===== src/rtl/rr_pkg.sv =====
// Shared constants and FSM state type for the round-robin packet mux.
package rr_pkg;

  localparam int N_SRC_DEF  = 4;
  localparam int DATA_W_DEF = 32;

  // IDLE: arbitrating between sources; XFER: a source owns the output for one packet
  typedef enum logic {
    ST_IDLE = 1'b0,
    ST_XFER = 1'b1
  } state_t;

endpackage


===== src/rtl/pipe_reg.sv =====
// Single valid/ready register slice. It accepts a new word whenever it is
// empty or being drained in the same cycle, so it sustains full rate.
module pipe_reg #(
  parameter int W = 8
) (
  input  logic         clk,
  input  logic         reset,
  input  logic         in_valid,
  output logic         in_ready,
  input  logic [W-1:0] in_data,
  output logic         out_valid,
  input  logic         out_ready,
  output logic [W-1:0] out_data
);

  assign in_ready = ~out_valid | out_ready;

  // Load on accept, otherwise drop valid once the consumer takes the word
  always_ff @(posedge clk or posedge reset) begin
    if (reset) begin
      out_valid <= 1'b0;
      out_data  <= '0;
    end else if (in_valid && in_ready) begin
      out_valid <= 1'b1;
      out_data  <= in_data;
    end else if (out_ready) begin
      out_valid <= 1'b0;
    end
  end

endmodule


===== src/rtl/rr_packet_mux.sv =====
// Packet-locking mux behind an external round-robin arbiter. Requests go out
// only while idle, so the arbiter's rotation advances once per packet; the
// granted source then owns the output until its last beat is accepted.
module rr_packet_mux
  import rr_pkg::*;
#(
  parameter int N_SRC  = N_SRC_DEF,
  parameter int DATA_W = DATA_W_DEF,
  parameter int SRC_W  = 2
) (
  input  logic                    clk,
  input  logic                    reset,
  input  logic [N_SRC-1:0]        s_valid,
  output logic [N_SRC-1:0]        s_ready,
  input  logic [N_SRC*DATA_W-1:0] s_data,
  input  logic [N_SRC-1:0]        s_last,
  output logic [N_SRC-1:0]        req_o,
  input  logic [N_SRC-1:0]        gnt_i,
  output logic                    m_valid,
  input  logic                    m_ready,
  output logic [DATA_W-1:0]       m_data,
  output logic                    m_last,
  output logic [SRC_W-1:0]        m_src,
  output logic                    busy_o
);

  localparam int PW = SRC_W + 1 + DATA_W;

  state_t            state, state_nxt;
  logic [SRC_W-1:0]  owner, owner_nxt;
  logic [N_SRC-1:0]  hit;
  logic [SRC_W-1:0]  hit_idx;
  logic              sel_valid, sel_last;
  logic [DATA_W-1:0] sel_data;
  logic              fwd_valid, pipe_ready, accept;
  logic [PW-1:0]     pipe_in, pipe_out;

  // Requests are exposed only while idle; a grant for a non-requester is ignored
  assign req_o  = (state == ST_IDLE) ? s_valid : '0;
  assign hit    = gnt_i & req_o;
  assign busy_o = (state == ST_XFER);

  // One-hot (or stray multi-hot) grant to index, lowest set bit wins
  always_comb begin
    hit_idx = '0;
    for (int i = N_SRC - 1; i >= 0; i--) begin
      if (hit[i]) hit_idx = SRC_W'(i);
    end
  end

  // Select the owning source's beat
  always_comb begin
    sel_valid = 1'b0;
    sel_last  = 1'b0;
    sel_data  = '0;
    for (int i = 0; i < N_SRC; i++) begin
      if (owner == SRC_W'(i)) begin
        sel_valid = s_valid[i];
        sel_last  = s_last[i];
        sel_data  = s_data[i*DATA_W +: DATA_W];
      end
    end
  end

  // Only the owner sees ready, and only when the output slice can take a beat
  always_comb begin
    s_ready = '0;
    if (state == ST_XFER) begin
      for (int i = 0; i < N_SRC; i++) begin
        if (owner == SRC_W'(i)) s_ready[i] = pipe_ready;
      end
    end
  end

  assign fwd_valid = (state == ST_XFER) & sel_valid;
  assign accept    = fwd_valid & pipe_ready;

  // Next state: lock on grant, release once the last beat is accepted
  always_comb begin
    state_nxt = state;
    owner_nxt = owner;
    case (state)
      ST_IDLE: begin
        if (|hit) begin
          owner_nxt = hit_idx;
          state_nxt = ST_XFER;
        end
      end
      ST_XFER: begin
        if (accept && sel_last) state_nxt = ST_IDLE;
      end
      default: state_nxt = ST_IDLE;
    endcase
  end

  // State and owner registers
  always_ff @(posedge clk or posedge reset) begin
    if (reset) begin
      state <= ST_IDLE;
      owner <= '0;
    end else begin
      state <= state_nxt;
      owner <= owner_nxt;
    end
  end

  assign pipe_in = {owner, sel_last, sel_data};

  pipe_reg #(.W(PW)) u_out (
    .clk       (clk),
    .reset     (reset),
    .in_valid  (fwd_valid),
    .in_ready  (pipe_ready),
    .in_data   (pipe_in),
    .out_valid (m_valid),
    .out_ready (m_ready),
    .out_data  (pipe_out)
  );

  assign m_src  = pipe_out[PW-1 -: SRC_W];
  assign m_last = pipe_out[DATA_W];
  assign m_data = pipe_out[DATA_W-1:0];

endmodule


===== config.mk =====
export PLATFORM = sky130hd
export DESIGN_NAME = rr_packet_mux
export DESIGN_NICKNAME = d
export VERILOG_FILES = /design/src/rtl/rr_pkg.sv /design/src/rtl/pipe_reg.sv /design/src/rtl/rr_packet_mux.sv
export SDC_FILE = /design/constraint.sdc
export NUM_CORES = 1
export LEC_CHECK = 0
export ABC_AREA = 1
export CORE_MARGIN = 8
export CORE_UTILIZATION = 24
export CTS_CLUSTER_DIAMETER = 50
export CTS_CLUSTER_SIZE = 14
export DETAILED_ROUTE_END_ITERATION = 8
export PLACE_DENSITY = 0.68
export SLEW_MARGIN = 20
export SYNTH_ARGS = -nofsm -noshare
export SYNTH_HDL_FRONTEND = slang
export SYNTH_SLANG_ARGS = --single-unit

===== constraint.sdc =====
create_clock -name clk -period 2.9 [get_ports clk]
set_input_delay 0.29 -clock clk [delete_from_list [all_inputs] [get_ports clk]]
set_output_delay 0.29 -clock clk [all_outputs]
set_load 0.005 [all_outputs]

-- Word-level counts from Yosys, hierarchy flattened
Cells that the tools add are included.
- flip-flop bits (word level): 39
- input bits: 143
- output and inout bits: 45
- word-level logic and storage cells: 46
- eq/ne operators: 3
- mux-type cells: 27
- bitwise logic cells: 6
- reductions and logical operators: 6
- operators by type and width (kind ; count):
    32-bit two-way mux ; 4
    1-bit two-way mux ; 16
    2-bit two-way mux ; 4
    4-bit two-way mux ; 2
    4-bit AND ; 1
    2-bit == test (second input constant) ; 2
    4-bit OR reduction ; 1
    1-bit AND ; 2
    2-bit by 1-bit == test with 1-bit output (second input constant) ; 1
    1-bit logical AND ; 2
    2-bit zero test ; 1
    1-bit NOT ; 2
    1-bit one-hot mux with 2 select lines ; 1
    2-bit AND reduction ; 1
    2-bit nonzero test ; 1
    1-bit OR ; 1

-- Longest topological paths before layout
Gate-level depths: netlist of run 1.
- depth in word-level cells: 10
- gate-level depth with buffers: 10
- gate-level depth less buffers: 8

-- Cells and area by module
Synthesis of run 1 repeated with hierarchy kept, for this count alone.
- cells, all modules: 387
- area total of the unflattened synthesis: 2698.8 um2
- modules (own cells, without submodules) (module ; times used ; cells each ; area an instance (um2)):
    pipe_reg ; 1 ; 157 ; 1601.5
    rr_packet_mux ; 1 ; 230 ; 1097.3

-- Worst setup path before layout of run 1
No wires, ideal clock.
- kind: reg2reg
- start: register owner[0]
- end: register u_out.out_data[0]
- library setup time: 0.121 ns
- arrival: 1.190 ns
- required time: 2.779 ns
- slack: 1.589 ns
- cell stages (with the launch flop): 11
- buffers on the path: 2
- clock period less this slack: 1.311 ns
- path through: dfrtp_1 -> buf_6 -> nand2_4 -> inv_4 -> nor2_2 -> nand4_1 -> nand2_2 -> nand2_4 -> buf_6 -> nand2_1 -> o21ai_2
- cells in the longest elaborated chain, start to end: 7
- ends and longest elaborated chain (element ; RTL line ; RTL):
    start: declaration ; rr_packet_mux.sv:30 ; logic [SRC_W-1:0] owner, owner_nxt;
    start signal: assignment ; rr_packet_mux.sv:103 ; owner <= owner_nxt;
    2-bit zero test ; rr_packet_mux.sv:57 ; if (owner == SRC_W'(i)) begin
    1-bit two-way mux (4 in series) ; rr_packet_mux.sv:57 ;
    1-bit AND ; rr_packet_mux.sv:75 ; assign fwd_valid = (state == ST_XFER) & sel_valid;
    1-bit logical AND ; pipe_reg.sv:23 ; end else if (in_valid && in_ready) begin
    end signal: assignment ; pipe_reg.sv:25 ; out_data <= in_data;
    end: declaration ; pipe_reg.sv:13 ; output logic [W-1:0] out_data
Parallel ways exist; a longest one is shown, timed or not.
A chain may end at the register's enable or synchronous reset.

-- Worst setup path in the final report of run 1
- start: register owner[0]
- end: output s_ready[1]
- cells in the longest elaborated chain, start to end: 3
- ends and longest elaborated chain (element ; RTL line ; RTL):
    2-bit by 1-bit == test with 1-bit output ; rr_packet_mux.sv:70 ; if (owner == SRC_W'(i)) s_ready[i] = pipe_ready;
    1-bit two-way mux ; rr_packet_mux.sv:70 ;
    4-bit two-way mux ; rr_packet_mux.sv:68 ; if (state == ST_XFER) begin
    end: declaration ; rr_packet_mux.sv:14 ; output logic [N_SRC-1:0] s_ready,
No other way between the ends.

==> metrics, run 1 <==
status finished, final reports clean; final wirelength around 10000 um; Final Max Tran Viols 0; Peak Freq about 470 MHz; CTS max path bufs 2; leakage between 1.5 and 2 nW; critical path launch point type flip-flop; GRT Total Usage 0.135; total grt overflow 0; CTS root buffer clkbuf_8; Req. time, crit path around 2.6 ns; Mapped Area 0.00248 mm2; CP Class flip-flop to output port; top cells by area, synth dfrtp_1 (39%), nand2_1 (22%), nand3_1 (7.3%); CP arrival between 1.5 and 2 ns; Synth Net Count a little under 500; core area roughly 0.010 mm2; Clock Skew about 0.014 ns; Final min period between 2 and 2.5 ns; CP startpoint owner[0]; htree depth 2; CTS sink cnt 39; cell row count 37; syn_area_per_cell approximately 7.3 um2; placer congestion estimate ~0.84; Die Y 118 um; vias per cell 4.41; Final Power 3.97 mW; final std cells w/o fill approximately 660; top cells by count, synth nand2_1 (147), dfrtp_1 (39), nand3_1 (36); top-count cell post-synth nand2_1; Fin Setup TNS 0 ns; Final setup viols 0; area share of the largest cell type after synthesis 0.393; worst skew pair latency 0.29 ns; initial antenna violation count 0; layout cells sized above 1 0.0829; first-pass GRT wire length around 15000 um; TritonCTS buffer count 5; Yosys top cell by area dfrtp_1; worst-path maximum fanout 7; die width around 120 um; Vias between 2000 and 3000; 1st-iter DRT viols between 90 and 100; DR pass1 iterations 6; PostCTS Resize Cnt 0; ys async rst share 1.00; Setup crit end kind output port; Worst slew margin 0.433; DR DRC count 0; Clock transition at path regs 0.09 ns; #FFs+latches synth 39; hpwl dp roughly 7700 um; Tightest Pin Transition 0.849 ns; worst vdd ir approximately 0.39 mV; Seq/Total Area, Yosys 0.393; area grow syn2layout 81.3%; # port buffers approximately 190; Post-CTS Hold Buffers 0; WL per Instance ~15 um; Hold Vio Cnt, Final 0; Final ANT Viol Nets 0; largest net degree at the start of global routing between 40 and 50; yosys warns 0; reg2reg start owner[1]; I/O Pins between 150 and 200; final core occ 0.442; ys flop type dfrtp_1; RSZ-0062 raised after global routing false; vias in the first global route 3039; Initial Utilization 0.244; pre-CTS setup slack just under 0.8 ns; Post-CTS Setup Inserts 0; number of nets in the layout about 660; fin worst setup slack between 0.7 and 0.8 ns; Placed Cells ~650; # diodes 0; CTS tree built; Synth cell types 23; pwr dens roughly 900 mW/mm2; EDFF count, synth 0; Synth Instances approximately 340; Final Cycle Share 0.732; Max-Cap Viols 0; Hold WC Path Type primary input to async pin; die area between 0.01 and 0.015 mm2
kinds of logic after synthesis:
kind of cell	after synthesis	synth area share
flip-flops	39	0.393
AO/OA/AOI/OAI	69	0.172
buffers and inverters	33	0.0892
AND/OR/NAND/NOR	201	0.346
final timing paths:
kind	depth (start not counted)	end	slack [ns]
max in group asynchronous	2	u_out.out_data[3]	1.86
min in group clk	2	u_out.out_data[24]	0.49
setup / recovery	3	s_ready[1]	0.78
setup reg to reg	9	u_out.out_data[2]	0.81
hold / removal	2	u_out.out_data[18]	0.49
hold reg to reg	2	u_out.out_data[24]	0.49
cell type report:
type                            instances  area (um2)
Clock buffer                            5        68.8
Fill cell                            1034        5680
Sequential cell                        39         976
Inverter                               11        43.8
Tap cell                              136         170
Multi-Input combinational cell        270        1290
Timing Repair Buffer                  191        1910
Clock inverter                          3        43.8
metal layers:
layer	GRT usage	vias up	wire length, um
met3	0.0465	5	729
li1	-	1461	-
met5	0	-	0
met1	0.151	1300	4140
met2	0.245	121	4870
met4	0.0240	0	46
report_power, final:
group          switching (mW)  total (mW)  internal [mW]
Combinational            1.31        2.50           1.19
Clock                   0.209       0.466          0.256
Sequential              0.196        1.01          0.809
metrics by stage:
step / instance area [um2] / hold slack [ns]
2_1_floorplan: 2480 / 0.465
3_3_place_gp: 4390 / 0.461
3_5_place_dp: 4390 / 0.466
4_1_cts: 4500 / 0.489
5_1_grt: 4500 / 0.512
6_report: 4500 / 0.488
worst max-delay path, cell delays in order (launching register included):
cell,delay (ns)
dfrtp_1,0.63
inv_2,0.16
nor3_1,0.20
clkdlybuf4s50_1,0.54
sequential cells by signal (all words and copies together) (netlist names):
name,count
owner,2
u_out.out_valid,1
u_out.out_data,35
busy_o,1
cells in the final DEF, fill, tap and decap left out, drive strengths merged:
| cell | n |
|---|---|
| nand2 | 150 |
| clkdlybuf4s50 | 187 |
| a22o | 1 |
| a21oi | 33 |
| nand4 | 2 |
| nand3 | 36 |
| inv | 11 |
| clkinv | 2 |
| nor3 | 3 |
| bufinv | 1 |
| o21ai | 34 |
| buf | 4 |
| dfrtp | 39 |
| o21bai | 1 |
| nor2 | 10 |
| clkbuf | 5 |
Note: power is estimated with default switching activity, not from simulation.
==> run 2, diff against run 1 <==
Clock period 2.9 ns to 2 ns, I/O delays scaled along.
==> metrics, run 2 (synthesis results as in run 1) <==
status finished, final reports clean (unchanged); r2r worst-path depth 8 (was 9); Initial Utilization 0.244 (unchanged); DR DRC count 0 (unchanged); Max-Cap Viols 0 (unchanged); # diodes 0 (unchanged); internal power 3.27 mW (was 2.25 mW); Hold WC Path Type primary input to async pin (unchanged); Final setup viols 0 (unchanged); vias in the first global route 3055 (was 3039); 1st-iter DRT viols 77 (was 98); WL per Instance 15.0 um (was 14.9 um); cell row count 37 (unchanged); worst vdd ir 0.568 mV (was 0.390 mV); Critical Path Max Stage Delay 0.56 ns (was 0.63 ns); Setup crit end kind output port (unchanged); core area 0.0102 mm2 (unchanged); CTS max path bufs 2 (unchanged); number of nets in the layout 671 (was 661); leakage 1.95 nW (was 1.92 nW); final wirelength 9970 um (was 9790 um); crit path max-delay cell type clkdlybuf4s50_1 (was dfrtp_1); CTS tree built (unchanged); worst skew pair latency 0.29 ns (about the same); RSZ-0062 raised after global routing false (unchanged); Top Registers u_out.out_data (35), owner (2) (unchanged); largest net degree at the start of global routing 37 (was 43); Die Y 118 um (unchanged); layout cells sized above 1 0.104 (was 0.0829); Clock transition at path regs 0.08 ns (was 0.09 ns); net switching power 2.49 mW (was 1.72 mW); Final Max Tran Viols 0 (unchanged); htree depth 2 (unchanged); critical path, cell by cell inv_2 > nor3_1 > clkdlybuf4s50_1 (unchanged); vias per cell 4.43 (was 4.41); Final Power 5.76 mW (was 3.97 mW); total grt overflow 0 (unchanged); WP buf/inv 2 (unchanged); TritonCTS buffer count 5 (unchanged); most frequent cells in the layout clkdlybuf4s50_1 (187), nand2_1 (147), nand3_1 (36), dfrtp_1 (36), a21oi_1 (33) (was clkdlybuf4s50_1 (187), nand2_1 (147), dfrtp_1 (39)); final core occ 0.448 (was 0.442); die area 0.0139 mm2 (unchanged); CP Class flip-flop to output port (unchanged); switching share of total power 0.433 (about the same); Fin Setup TNS 0 ns (unchanged); CP arrival 1.71 ns (was 1.83 ns); Post-CTS Hold Buffers 0 (unchanged); Top delay family on crit path buffers and inverters (unchanged); DR pass1 iterations 4 (was 6); largest reg by FF count u_out.out_data (unchanged); worst-path maximum fanout 7 (unchanged); Clock Skew 0.0119 ns (was 0.0140 ns); pwr dens 1260 mW/mm2 (was 882 mW/mm2); Tightest Pin Transition 0.466 ns (was 0.849 ns); Logic pwr share 0.660 (was 0.630); CTS root buffer clkbuf_8 (unchanged); # port buffers 187 (unchanged); Vias 2947 (was 2887); CTS sink cnt 39 (unchanged); final std cells w/o fill 665 (was 655); Placed Cells 654 (was 647); Reg power frac 0.249 (was 0.253); area grow syn2layout 83.9% (was 81.3%); placer congestion estimate 0.808 (was 0.837); reg2reg start owner[0] (was owner[1]); Peak Freq 525 MHz; initial antenna violation count 0 (unchanged); hpwl dp 8180 um (was 7740 um); Final min period between 1.5 and 2 ns; Final Cycle Share 0.953; max reg flops 35 (unchanged); Final ANT Viol Nets 0 (unchanged); die width 118 um (unchanged); Hold Vio Cnt, Final 0 (unchanged); Worst slew margin 0.689 (was 0.433); r2r setup slk 0.33 ns (was 0.81 ns); GRT Total Usage 0.136 (was 0.135); Req. time, crit path 1.80 ns (was 2.61 ns); first-pass GRT wire length 15400 um (was 15500 um); clock share of power 0.090 (was 0.117); most common cell after layout, fill and taps aside clkdlybuf4s50_1 (unchanged); I/O Pins 188 (unchanged); critical path launch point type flip-flop (unchanged); reg2reg end u_out.out_data[2] (unchanged)
==> run 2: layout make-up <==
type | count | area [um2]
repair buffers | 201 | 2000
well taps | 136 | 170
clock inverters | 2 | 12.5
flip-flops and latches | 39 | 980
multi-input cells | 270 | 1290
clock buffers | 6 | 72.6
inverters | 11 | 43.8
fillers | 1006 | 5620
==> run 2: worst max-delay path by stage <==
stage / end / from / cells past startpoint
after CTS: s_ready[2] / owner[1] / 3
after detailed placement: s_ready[1] / m_ready / 6
final: s_ready[1] / owner[0] / 3
after floorplan: u_out.out_data[0] / owner[0] / 10
after global placement: s_ready[2] / m_ready / 6
after global routing: s_ready[2] / u_out.out_valid / 4
==> run 2: metal layers <==
metal  vias to the layer above  global-route usage  share of wire
met2                       103               0.256           0.52
met5                         -                   0              0
met4                         0              0.0312         0.0038
met1                      1356               0.143           0.41
met3                         4              0.0432          0.070
li1                       1484                   -              -
==> run 2: stage by stage <==
stage	instance area, um2	setup WS (ns)	hold slack [ns]
CTS	4540	0.0831	0.255
detailed placement	4460	0.207	0.465
global placement	4460	0.232	0.459
global route	4570	0.0425	0.294
floorplan	2480	0.689	0.377
finish	4570	0.0949	0.248
==> run 2: what timing repair did <==
item / 4_1_cts / 5_1_grt
gates resized for setup: 2 / 1
endpoints found under the setup margin: 2 / 1
buffers inserted: 0 / 3
pin swaps: 0 / 0
endpoints found under the hold margin: 0 / 0
cloned: 0 / 0
==> run 2: power groups by stage <==
stage	Clock [mW]	Combinational [mW]	Sequential [mW]
floorplan	0	2.39	1.39
CTS	0.551	3.81	1.46
detailed placement	0	3.81	1.47
global placement	0	3.74	1.45
finish	0.520	3.80	1.44
global route	0.585	4.23	1.48
